$ cat src/rtl/z80_bus_cycle_unit.sv
// Z80 machine-cycle sequencer: turns one accepted request into a T-state sequence
// (T1, T2, TW*, T3[, T4]) with registered bus strobes, wait states and M1 refresh.
module z80_bus_cycle_unit #(
  parameter int ADDR_W     = 16,
  parameter int DATA_W     = 8,
  parameter int MEM_WAIT   = 0,
  parameter int IO_WAIT    = 1,
  parameter int REFRESH_EN = 1
) (
  input  logic              clk,
  input  logic              rst_L,
  input  logic              req_valid,
  output logic              req_ready,
  input  logic [2:0]        req_type,
  input  logic [ADDR_W-1:0] req_addr,
  input  logic [DATA_W-1:0] req_wdata,
  input  logic [ADDR_W-9:0] rfsh_hi,
  output logic              rsp_valid,
  output logic [DATA_W-1:0] rsp_rdata,
  output logic [ADDR_W-1:0] addr_out,
  output logic              addr_oe,
  output logic [DATA_W-1:0] data_out,
  output logic              data_oe,
  input  logic [DATA_W-1:0] data_in,
  input  logic              WAIT_L,
  output logic              M1_L,
  output logic              MREQ_L,
  output logic              IORQ_L,
  output logic              RD_L,
  output logic              WR_L,
  output logic              RFSH_L,
  output logic [2:0]        dbg_state_o,
  output logic [6:0]        dbg_r_o
);

  typedef enum logic [2:0] {
    S_IDLE = 3'd0,
    S_T1   = 3'd1,
    S_T2   = 3'd2,
    S_TW   = 3'd3,
    S_T3   = 3'd4,
    S_T4   = 3'd5
  } state_e;

  localparam logic [2:0] TY_M1   = 3'd0;
  localparam logic [2:0] TY_MRD  = 3'd1;
  localparam logic [2:0] TY_MWR  = 3'd2;
  localparam logic [2:0] TY_IORD = 3'd3;
  localparam logic [2:0] TY_IOWR = 3'd4;

  state_e              state_q, state_d;
  logic [2:0]          type_q, type_d;
  logic [ADDR_W-1:0]   addr_q, addr_d;
  logic [DATA_W-1:0]   wdata_q, wdata_d;
  logic [7:0]          wcnt_q, wcnt_d;
  logic [6:0]          r_q, r_d;
  logic [DATA_W-1:0]   rdata_q, rdata_d;
  logic [7:0]          auto_n;
  logic                final_st;
  logic                is_read;

  logic                m1_d, mreq_d, iorq_d, rd_d, wr_d, rfsh_d;
  logic                addr_oe_d, data_oe_d, rsp_valid_d;
  logic [ADDR_W-1:0]   addr_out_d;
  logic [DATA_W-1:0]   data_out_d;
  logic                in_t12w, in_acc, in_t23;

  // Handshake: a request transfers on a rising clk edge where req_valid && req_ready.
  // req_ready is a function of the current state only (IDLE or the final T-state).
  always_comb begin
    state_d  = state_q;
    type_d   = type_q;
    addr_d   = addr_q;
    wdata_d  = wdata_q;
    wcnt_d   = wcnt_q;
    r_d      = r_q;
    rdata_d  = rdata_q;
    final_st = (state_q == S_T4) || (state_q == S_T3 && type_q != TY_M1);
    req_ready = (state_q == S_IDLE) || final_st;
    is_read  = (type_q == TY_M1) || (type_q == TY_MRD) || (type_q == TY_IORD);
    if (type_q == TY_MRD || type_q == TY_MWR) begin
      auto_n = 8'(MEM_WAIT);
    end else if (type_q == TY_IORD || type_q == TY_IOWR) begin
      auto_n = 8'(IO_WAIT);
    end else begin
      auto_n = 8'd0;
    end

    case (state_q)
      S_IDLE: state_d = S_IDLE;
      S_T1:   state_d = S_T2;
      S_T2: begin
        if (auto_n != 8'd0) begin
          state_d = S_TW;
          wcnt_d  = auto_n - 8'd1;
        end else if (!WAIT_L) begin
          state_d = S_TW;
        end else begin
          state_d = S_T3;
          if (is_read) rdata_d = data_in;
        end
      end
      S_TW: begin
        // Automatic waits run out first; only the last TW looks at WAIT_L.
        if (wcnt_q != 8'd0) begin
          wcnt_d = wcnt_q - 8'd1;
        end else if (WAIT_L) begin
          state_d = S_T3;
          if (is_read) rdata_d = data_in;
        end
      end
      S_T3:   state_d = (type_q == TY_M1) ? S_T4 : S_IDLE;
      S_T4: begin
        state_d = S_IDLE;
        r_d     = r_q + 7'd1;
      end
      default: state_d = S_IDLE;
    endcase

    if (req_valid && req_ready) begin
      if (req_type <= TY_IOWR) begin
        state_d = S_T1;
        type_d  = req_type;
        addr_d  = req_addr;
        wdata_d = req_wdata;
      end else begin
        state_d = S_IDLE;
      end
    end
  end

  // Pin values for the state being entered, registered on the same edge.
  always_comb begin
    m1_d        = 1'b1;
    mreq_d      = 1'b1;
    iorq_d      = 1'b1;
    rd_d        = 1'b1;
    wr_d        = 1'b1;
    rfsh_d      = 1'b1;
    data_oe_d   = 1'b0;
    addr_oe_d   = (state_d != S_IDLE);
    addr_out_d  = addr_out;
    data_out_d  = data_out;
    rsp_valid_d = (state_d == S_T4) || (state_d == S_T3 && type_d != TY_M1);
    in_t12w     = (state_d == S_T1) || (state_d == S_T2) || (state_d == S_TW);
    in_acc      = in_t12w || (state_d == S_T3);
    in_t23      = (state_d == S_T2) || (state_d == S_TW) || (state_d == S_T3);

    if (state_d != S_IDLE) addr_out_d = addr_d;

    if (state_d != S_IDLE) begin
      case (type_d)
        TY_M1: begin
          if (in_t12w) begin
            m1_d   = 1'b0;
            mreq_d = 1'b0;
            rd_d   = 1'b0;
          end else begin
            addr_out_d = {rfsh_hi, 1'b0, r_d};
            if (REFRESH_EN != 0) begin
              rfsh_d = 1'b0;
              mreq_d = (state_d != S_T3);
            end
          end
        end
        TY_MRD: begin
          if (in_acc) begin
            mreq_d = 1'b0;
            rd_d   = 1'b0;
          end
        end
        TY_MWR: begin
          if (in_acc) begin
            mreq_d     = 1'b0;
            data_oe_d  = 1'b1;
            data_out_d = wdata_d;
          end
          if (in_t23) wr_d = 1'b0;
        end
        TY_IORD: begin
          if (in_t23) begin
            iorq_d = 1'b0;
            rd_d   = 1'b0;
          end
        end
        TY_IOWR: begin
          if (in_t23) begin
            iorq_d = 1'b0;
            wr_d   = 1'b0;
          end
          if (in_acc) begin
            data_oe_d  = 1'b1;
            data_out_d = wdata_d;
          end
        end
        default: ;
      endcase
    end
  end

  always_ff @(posedge clk or negedge rst_L) begin
    if (!rst_L) begin
      state_q   <= S_IDLE;
      type_q    <= 3'd0;
      addr_q    <= '0;
      wdata_q   <= '0;
      wcnt_q    <= 8'd0;
      r_q       <= 7'd0;
      rdata_q   <= '0;
      M1_L      <= 1'b1;
      MREQ_L    <= 1'b1;
      IORQ_L    <= 1'b1;
      RD_L      <= 1'b1;
      WR_L      <= 1'b1;
      RFSH_L    <= 1'b1;
      addr_oe   <= 1'b0;
      data_oe   <= 1'b0;
      addr_out  <= '0;
      data_out  <= '0;
      rsp_valid <= 1'b0;
    end else begin
      state_q   <= state_d;
      type_q    <= type_d;
      addr_q    <= addr_d;
      wdata_q   <= wdata_d;
      wcnt_q    <= wcnt_d;
      r_q       <= r_d;
      rdata_q   <= rdata_d;
      M1_L      <= m1_d;
      MREQ_L    <= mreq_d;
      IORQ_L    <= iorq_d;
      RD_L      <= rd_d;
      WR_L      <= wr_d;
      RFSH_L    <= rfsh_d;
      addr_oe   <= addr_oe_d;
      data_oe   <= data_oe_d;
      addr_out  <= addr_out_d;
      data_out  <= data_out_d;
      rsp_valid <= rsp_valid_d;
    end
  end

  assign rsp_rdata   = rdata_q;
  assign dbg_state_o = state_q;
  assign dbg_r_o     = r_q;

endmodule

$ cat config.mk
export PLATFORM = sky130hd
export DESIGN_NAME = z80_bus_cycle_unit
export DESIGN_NICKNAME = d
export VERILOG_FILES = /design/src/rtl/z80_bus_cycle_unit.sv
export SDC_FILE = /design/constraint.sdc
export NUM_CORES = 1
export LEC_CHECK = 0
export ABC_AREA = 0
export BUFFER_PORTS_ARGS = -buffer_cell sky130_fd_sc_hd__buf_4
export CAP_MARGIN = 20
export CORE_ASPECT_RATIO = 1.2
export CORE_MARGIN = 2
export CORE_UTILIZATION = 29
export CTS_CLUSTER_SIZE = 10
export DETAILED_ROUTE_END_ITERATION = 12
export PLACE_DENSITY = 0.47
export SLEW_MARGIN = 20
export SYNTH_ARGS = -nofsm -noshare
export SYNTH_HDL_FRONTEND = slang
export SYNTH_SLANG_ARGS = --single-unit
$ cat constraint.sdc
create_clock -name clk -period 2.3 [get_ports clk]
set_input_delay 0.115 -clock clk [delete_from_list [all_inputs] [get_ports clk]]
set_output_delay 0.115 -clock clk [all_outputs]
set_load 0.05 [all_outputs]
==> qor.yml <==
outcome:
  outcome: "complete, but fails checks"
  violations: "negative setup slack"
synthesis:
  yosys.area.top_type: "dfrtp_1"
  ys_warn_count: 0
  synthDistinctLibCells: 51
  syn_area_um2: 3770
  async_flop_share: 1.00
  avgSynthCellArea_um2: 12.6
  ys_seq_area_frac: 0.573
  ys_ff_latch: 86
  dominantRegCellSynth: "dfrtp_1"
  netlist.area_leader.share: 0.531
  syn_nets: 348
  synth_edf_count: 0
  synthCells: 299
  synthTopCellsByArea: "dfrtp_1, mux2_2, dfstp_2"
global_route:
  grt_start_max_net_pins: 45
  grt_pass1_vias: 2935
  gr-total-overflow: 0
  track_usage: 0.137
  grt_pass1_wl_um: 14800
  antenna_found_initial: 0
sta:
  finalSetupViolations: 8
  hold_viol: 0
  slew_headroom: 0.615
  min_period_ns: 2.43
  rsz0062_at_grt: "yes"
  fmax_mhz: 412
  finalCritPeriodShare: 1.05
  setup_slack_ns: -0.126
  slew_viol_final: 0
  clock_skew_ns: 0.00652
  tightest_slew_ns: 0.577
clock_tree:
  cts_inserted_buffers: 9
  cts_sinks: 86
  clkLatencyLatePin_ns: 0.34
  htree_levels: 3
  clk_pin_slew_ns: 0.06
  cts_tree: "built"
  clock_path_buffers: 2
  root_buffer: "clkbuf_16"
die:
  die_y_um: 129
  die_x_um: 108
  pin_count: 99
  die_area_um2: 13900
  coreArea_um2: 12700
  initial_core_util: 0.297
  rows: 45
placed_design:
  portBuffers: 98
  hpwl_um: 6530
  gp_congestion: 0.822
  place_inst: 588
  dp_slack_ns: -0.217
setup_path:
  arrival_ns: 2.65
  critPathKind: "register to register"
  crit_required_ns: 2.52
  start_kind: "register"
  worst-r2r-cell-count: 6
  end_kind: "register"
  cp_max_fo: 9
detailed_routing:
  wl_per_cell_um: 14.9
  wl_met2_um: 4470
  finalWirelength_um: 9070
  dr.max_layer_used: "met4"
  dr_wl_met3_um: 672
  dr_total_vias: 2766
  drc: 0
  drtIter0Drc: 74
  firstDrtPassIters: 4
  vias_per_cell: 4.54
  ant_nets: 0
  wl_met1_um: 3780
flow_run:
  maxCapViolCount: 0
worst_hold_path:
  whs_path_depth: 2
  hold_path.class: "primary input to register"
power_and_ir_drop:
  p_leak_uw: 0.00257
  ir_drop_uv: 868
  p_per_area_nw_per_um2: 1760
layout:
  layout_common_cells: "buf_4, dfrtp_1, mux2_2"
  final_common_cell: "buf_4"
  diodes: 0
  finalNetCount: 490
  area.growth.synth_to_final_pct: 44.6
  fillers: 1203
  drive_gt1_frac: 0.517
  multi_input_area_um2: 1630
  fin_cells: 609
  regArea_um2: 2160
-- final timing paths --
path / start / endpoint / slack (ns)
max reg2reg: wcnt_q[0]$_DFFE_PN0P_ / data_out[3]$_DFFE_PN0P_ / -0.13
min in group asynchronous: rst_L / addr_out[14]$_DFF_PN0_ / 0.32
max: wcnt_q[0]$_DFFE_PN0P_ / data_out[3]$_DFFE_PN0P_ / -0.13
min reg2reg: wdata_q[0]$_DFF_PN0_ / wdata_q[0]$_DFF_PN0_ / 0.49
min: data_in[7] / rsp_rdata[7]$_DFFE_PN0P_ / 0.01
max in group asynchronous: rst_L / M1_L$_DFF_PN1_ / 1.27
-- synth_stat cells, types with 3 or more instances --
cell       n
a21oi_1   18
nor2b_1    3
mux2_2    34
xor2_1     7
nand2_1   14
nor2_1    25
inv_1      8
dfrtp_1   80
or4_1      5
clkbuf_1   7
o21ai_0    9
nand3_1    8
dfstp_2    6
xnor2_1    4
mux2i_1   15
mux2_4     8
and3b_1    3
and2_1     3
-- worst max-delay path, cell delays in order (launching register included) --
cell,delay [ns]
dfrtp_1,0.38
or4_4,0.56
or4_4,0.56
and2_4,0.18
a22oi_4,0.18
buf_12,0.16
mux2_4,0.30
-- sequential cells by signal, summed over array words and instances, names as in the netlist, 3 cells and up --
name	count
wdata_q	8
addr_q	16
rsp_rdata	8
addr_out	16
dbg_r_o	7
wcnt_q	8
type_q	3
dbg_state_o	3
data_out	8
-- report_power, final --
group          internal (uW)  switching (uW)
registers               2280             349
clock network            846             591
logic                   2400            3150
-- what timing repair did --
| item | CTS | global route |
|---|---|---|
| buffers inserted | 4 | 1 |
| pin swaps | 4 | 3 |
| gates resized for setup | 5 | 9 |
| hold endpoints to repair | 39 | 0 |
| setup endpoints to repair | 33 | 32 |
| hold buffers | 1 | 0 |
-- final cells by class --
cell class	instances	area share
Tap cell	164	0.0377
Multi-Input combinational cell	194	0.299
Clock buffer	11	0.0427
Clock inverter	4	0.0106
Timing Repair Buffer	141	0.207
Sequential cell	86	0.397
Inverter	9	0.00620
-- per-layer routing --
metal,vias to the layer above,track usage
met5,-,0
met4,0,0.0475
met3,14,0.0476
met2,82,0.227
met1,1328,0.166
li1,1342,-
-- logic make-up (layout without fill, tap and decap cells) --
kind of cell / after synthesis / in the layout / synth area share
flip-flops: 86 / 86 / 0.573
AND/OR/NAND/NOR: 78 / 78 / 0.115
multiplexers: 57 / 57 / 0.173
AO/OA/AOI/OAI: 46 / 46 / 0.0863
buffers and inverters: 19 / 165 / 0.0199
XOR/XNOR: 11 / 11 / 0.0256
adder cells (fa/ha/maj): 2 / 2 / 0.00664
-- per-stage QoR --
step | hold WS, ns | TNS, ns | utilization | instance area, um2 | total power [uW]
2_1_floorplan | -0.181 | -2.65 | - | 3800 | 6230
3_3_place_gp | 0.157 | -3.18 | 0.397 | 5030 | 7970
3_5_place_dp | 0.158 | -3.89 | 0.397 | 5030 | 8020
4_1_cts | 0.00204 | -1.04 | 0.425 | 5390 | 9660
5_1_grt | 0.000810 | -2.77 | 0.430 | 5450 | 10200
6_report | 0.0138 | -0.941 | 0.430 | 5450 | 9610
(Power assumes the default switching activity.)
